`config.mk`:
```
export PLATFORM = sky130hd
export DESIGN_NAME = wormhole_arbiter
export DESIGN_NICKNAME = d
export VERILOG_FILES = /design/src/rtl/wormhole_arbiter.sv
export SDC_FILE = /design/constraint.sdc
export NUM_CORES = 1
export LEC_CHECK = 0
export ABC_AREA = 1
export BUFFER_PORTS_ARGS = -buffer_cell sky130_fd_sc_hd__buf_2
export CELL_PAD_IN_SITES_DETAIL_PLACEMENT = 1
export CELL_PAD_IN_SITES_GLOBAL_PLACEMENT = 2
export CORE_MARGIN = 1.5
export CORE_UTILIZATION = 30
export DETAILED_ROUTE_END_ITERATION = 8
export PLACE_DENSITY_LB_ADDON = 0.1
export SLEW_MARGIN = 40
export SYNTH_ARGS = -nofsm -noshare
export SYNTH_HDL_FRONTEND = slang
export SYNTH_SLANG_ARGS = --single-unit
```
`constraint.sdc`:
```
create_clock -name clk -period 10 [get_ports clk]
set_input_delay 0.5 -clock clk [delete_from_list [all_inputs] [get_ports clk]]
set_output_delay 0.5 -clock clk [all_outputs]
set_load 0.01 [all_outputs]
```
`src/rtl/wormhole_arbiter.sv`:
```
// Round-robin wormhole arbiter: locks one input onto the output for a whole packet (head + body flits).
// Grant appears 1 cycle after a request is sampled in IDLE; ready_i/flit_valid_i low stall the packet with all state held.
module wormhole_arbiter #(
   parameter int NUM_PORTS = 5,
   parameter int ADD_WIDTH = 8
) (
   input  logic                           clk,
   input  logic                           reset,
   input  logic [NUM_PORTS-1:0]           req_i,
   input  logic [NUM_PORTS*ADD_WIDTH-1:0] flit_length_i,
   input  logic [NUM_PORTS-1:0]           flit_valid_i,
   input  logic                           ready_i,
   output logic [NUM_PORTS-1:0]           grant_o,
   output logic                           busy_o,
   output logic                           last_o,
   output logic [ADD_WIDTH:0]             remaining_o
);

   localparam int IDX_W = (NUM_PORTS > 1) ? $clog2(NUM_PORTS) : 1;

   typedef enum logic {IDLE, LOCKED} state_t;

   state_t               state_q, state_d;
   logic [NUM_PORTS-1:0] grant_q, grant_d;
   logic [IDX_W-1:0]     owner_q, owner_d;
   logic [IDX_W-1:0]     ptr_q, ptr_d;
   logic [ADD_WIDTH:0]   rem_q, rem_d;
   logic [IDX_W-1:0]     win_idx;
   logic [IDX_W-1:0]     cand;
   int                   cand_int;
   logic                 win_found;
   logic                 xfer;
   logic                 last;

   // Search upward from the pointer, wrapping, and keep the first requester found.
   always_comb begin
      win_found = 1'b0;
      win_idx   = '0;
      cand_int  = 0;
      cand      = '0;
      for (int k = 0; k < NUM_PORTS; k++) begin
         cand_int = int'(ptr_q) + k;
         if (cand_int >= NUM_PORTS) begin
            cand_int = cand_int - NUM_PORTS;
         end
         cand = IDX_W'(cand_int);
         if (!win_found && req_i[cand]) begin
            win_found = 1'b1;
            win_idx   = cand;
         end
      end
   end

   assign xfer = (state_q == LOCKED) && flit_valid_i[owner_q] && ready_i;
   assign last = (state_q == LOCKED) && (rem_q == (ADD_WIDTH+1)'(1));

   always_comb begin
      state_d = state_q;
      grant_d = grant_q;
      owner_d = owner_q;
      ptr_d   = ptr_q;
      rem_d   = rem_q;
      case (state_q)
         IDLE: begin
            if (win_found) begin
               state_d = LOCKED;
               grant_d = NUM_PORTS'(1) << win_idx;
               owner_d = win_idx;
               rem_d   = {1'b0, flit_length_i[int'(win_idx)*ADD_WIDTH +: ADD_WIDTH]}
                         + (ADD_WIDTH+1)'(1);
            end
         end
         LOCKED: begin
            // Requests are ignored here; only transfers move the packet along.
            if (xfer) begin
               if (last) begin
                  state_d = IDLE;
                  grant_d = '0;
                  rem_d   = '0;
                  ptr_d   = (owner_q == IDX_W'(NUM_PORTS-1)) ? '0 : owner_q + IDX_W'(1);
               end else begin
                  rem_d = rem_q - (ADD_WIDTH+1)'(1);
               end
            end
         end
         default: state_d = IDLE;
      endcase
   end

   always_ff @(posedge clk or posedge reset) begin
      if (reset) begin
         state_q <= IDLE;
         grant_q <= '0;
         owner_q <= '0;
         ptr_q   <= '0;
         rem_q   <= '0;
      end else begin
         state_q <= state_d;
         grant_q <= grant_d;
         owner_q <= owner_d;
         ptr_q   <= ptr_d;
         rem_q   <= rem_d;
      end
   end

   assign grant_o     = grant_q;
   assign busy_o      = (state_q == LOCKED);
   assign last_o      = last;
   assign remaining_o = rem_q;

endmodule

```
==> results.cfg <==
[status]
outcome = finished, final reports clean

[routing]
drc_errors = 0
vias = 3293
dr.pass1.iters = 4
viasPerCell = 4.75
drtIter0Drc = 95
drt-wirelength-per-cell_um = 14.4
drtAntennaViolNets = 0
wirelength_um = 9950

[synthesis]
async_flop_share_pct = 100
ys.flop_type = dfrtp_1
syn_area_sq_um = 2980
synth_edf_count = 0
synthCells = 498
ys_ff_latch = 21
yosysSeqAreaShare_pct = 17.6
yosysWarnings = 0
synth_nets = 565
netlist-cell-type-count = 42
synth_area_per_cell_sq_um = 5.98

[worst_setup_path]
path_max_fanout = 14
critPathLaunchType = register
cp_data_required_time_ps = 10180
cp-end-kind = register
critPathKind = reg2reg
crit_arrival_ps = 4970

[timing]
worstMarginPinSlew_ps = 760
fmax_mhz = 209
tns_ps = 0
rsz0062_at_grt = no
drv_slew = 0
clock_skew_ps = 1.72
period_minus_slack_ps = 4790
hold_viol_final = 0
finalSetupViolCount = 0
period_share_pct = 47.9
slew_headroom_pct = 49.1

[clock_tree]
max-clock-path-buffers = 2
worstSkewPairLatency_ps = 260
cts.sinks = 21
hold_buffers = 0
cts_resized = 0
post_cts_buffers = 0
path_clk_slew_ps = 80
root_buffer = clkbuf_8
cts_buffers = 3
htree_num_levels = 1
cts_tree = built

[grt]
grt-ovfl-total = 0
grt_usage_pct = 19.3
grt_max_degree = 23
grt_pass1_wl_um = 16200
antenna_found_initial = 0
grt_pass1_vias = 3200

[place]
port_buffers = 68
placed_area_sq_um = 3410
gp_congestion = 0.890
dp.cells = 689
hpwl_um = 8300

[pwr]
vdd_ir_drop_max_uv = 31.1
power_density_nw_per_um2 = 59.9
p_leak_uw = 0.00195

[final_layout]
fin_cells = 693
area.growth.synth_to_final_pct = 16.3
drive_above_1_share_pct = 21.4
fin_area_sq_um = 3460
nets = 628
antennaDiodeCount = 0
final_util_pct = 35.7

[job]
max_cap_violations = 0

[floorplanning]
initial_core_util_pct = 30.7
pin_count = 69
die_w_um = 103
die-area_sq_um = 10500
core_sq_um = 9680
num_rows = 36
die-height_um = 103

[hold_path]
hold_path.class = in2async
==> where the power goes <==
group	switching (uW)	internal, uW	total [uW]
logic	42.4	23.5	65.9
clock network	28.1	28.4	56.5
registers	0	84.8	84.8
total	70.5	137	207
==> Yosys cell counts (2+ instances only) <==
| cell | number | area (sq um) |
|---|---|---|
| buf_2 | 2 | 10.0 |
| inv_1 | 57 | 214 |
| xor2_1 | 3 | 26.3 |
| a21oi_1 | 16 | 80.1 |
| nand3b_1 | 6 | 45.0 |
| dfrtp_1 | 21 | 526 |
| o221ai_1 | 2 | 17.5 |
| ha_1 | 13 | 163 |
| nor2_2 | 2 | 12.5 |
| xnor2_1 | 3 | 26.3 |
| nand3_1 | 64 | 320 |
| nor2_1 | 32 | 120 |
| nand4_1 | 11 | 68.8 |
| nand2_1 | 170 | 638 |
| buf_6 | 4 | 45.0 |
| nand2_2 | 8 | 50.1 |
| o21ai_0 | 17 | 85.1 |
| clkbuf_1 | 4 | 15.0 |
| o21ai_2 | 5 | 43.8 |
| nor2_4 | 3 | 33.8 |
| nand2_4 | 5 | 56.3 |
| nor3_1 | 2 | 10.0 |
| o21ai_1 | 14 | 70.1 |
| inv_2 | 9 | 33.8 |
| o211ai_1 | 3 | 22.5 |
| nand3_2 | 6 | 60.1 |
==> per-stage QoR <==
| step | power (uW) | worst slack [ps] | hold WS, ps |
|---|---|---|---|
| 2_1_floorplan | 131 | 6240 | 477 |
| 3_3_place_gp | 152 | 5310 | 506 |
| 3_5_place_dp | 153 | 5240 | 503 |
| 4_1_cts | 210 | 5200 | 408 |
| 5_1_grt | 222 | 4750 | 260 |
| 6_report | 207 | 5210 | 233 |
==> flip-flops by register name, summed over array words and instances (netlist names) <==
name / cells
grant_o: 5
ptr_q: 3
remaining_o: 9
owner_q: 3
busy_o: 1
==> logic make-up after synthesis <==
kind of cell	after synthesis	synth area share [%]
flops	21	17.6
compound gates	62	12.3
xor+xnor	7	2.31
buf+inv	78	11.0
mux	1	0.336
simple gates	315	50.3
fa+ha+maj	14	6.13
==> path summary, 6_finish.rpt <==
| kind | start | endpoint | slack (ps) | cells past startpoint |
|---|---|---|---|---|
| worst max-delay path | ptr_q[0] | remaining_o[4] | 5210 | 23 |
| worst min-delay path | reset | ptr_q[1] | 230 | 2 |
| worst max register to register | ptr_q[0] | remaining_o[4] | 5210 | 23 |
| worst min register to register | grant_o[4] | grant_o[4] | 520 | 2 |
| max in group asynchronous | reset | remaining_o[2] | 9450 | 2 |
| min in group clk | grant_o[4] | grant_o[4] | 520 | 2 |
==> cell usage in the layout, fill, tap and decap left out, types with 2 or more instances in the layout <==
cell type	count
nand2_1	170
nand4_1	11
o21ai_0	17
nand3b_1	6
buf_2	68
o211ai_1	3
a21oi_1	16
inv_1	56
nor2_2	3
nand2_4	5
xor2_1	3
nand3_1	64
o21ai_2	5
inv_2	10
nand3_2	6
o21ai_1	14
dfrtp_1	21
xnor2_1	3
clkbuf_8	3
nand2_2	8
nor2_1	31
nor2_4	3
ha_1	13
nor3_1	2
o221ai_1	2
==> area by class of cell <==
cell class | instances | area (sq um)
Clock buffer | 4 | 45.0
Fill cell | 1348 | 6220
Inverter | 68 | 258
Multi-Input combinational cell | 399 | 2130
Sequential cell | 21 | 526
Tap cell | 133 | 166
Timing Repair Buffer | 68 | 340
==> layer usage <==
layer	up-vias	wire length (um)	track usage [%]	share of wire [%]
met1	1482	5390	29.7	54
met3	5	460	2.92	4.6
met2	71	4030	28.4	41
met5	-	0	0	0
li1	1735	-	-	-
met4	0	61	3.37	0.61
==> critical path, stage by stage (launching register included) <==
cell	delay, ps
dfrtp_1	600
inv_4	220
ha_1	180
inv_1	50
fa_1	370
inv_1	90
nand2_1	130
o21ai_1	290
nand3_1	140
or2_0	240
nand2_2	140
nand3_1	150
o21ai_1	180
nand3_1	90
nand2_1	430
inv_2	240
nand2_1	110
nand2_1	130
inv_1	110
ha_1	270
nand2_1	110
o21ai_1	140
nand3_1	120
a22oi_1	170
Note: power is estimated with default switching activity, not from simulation.
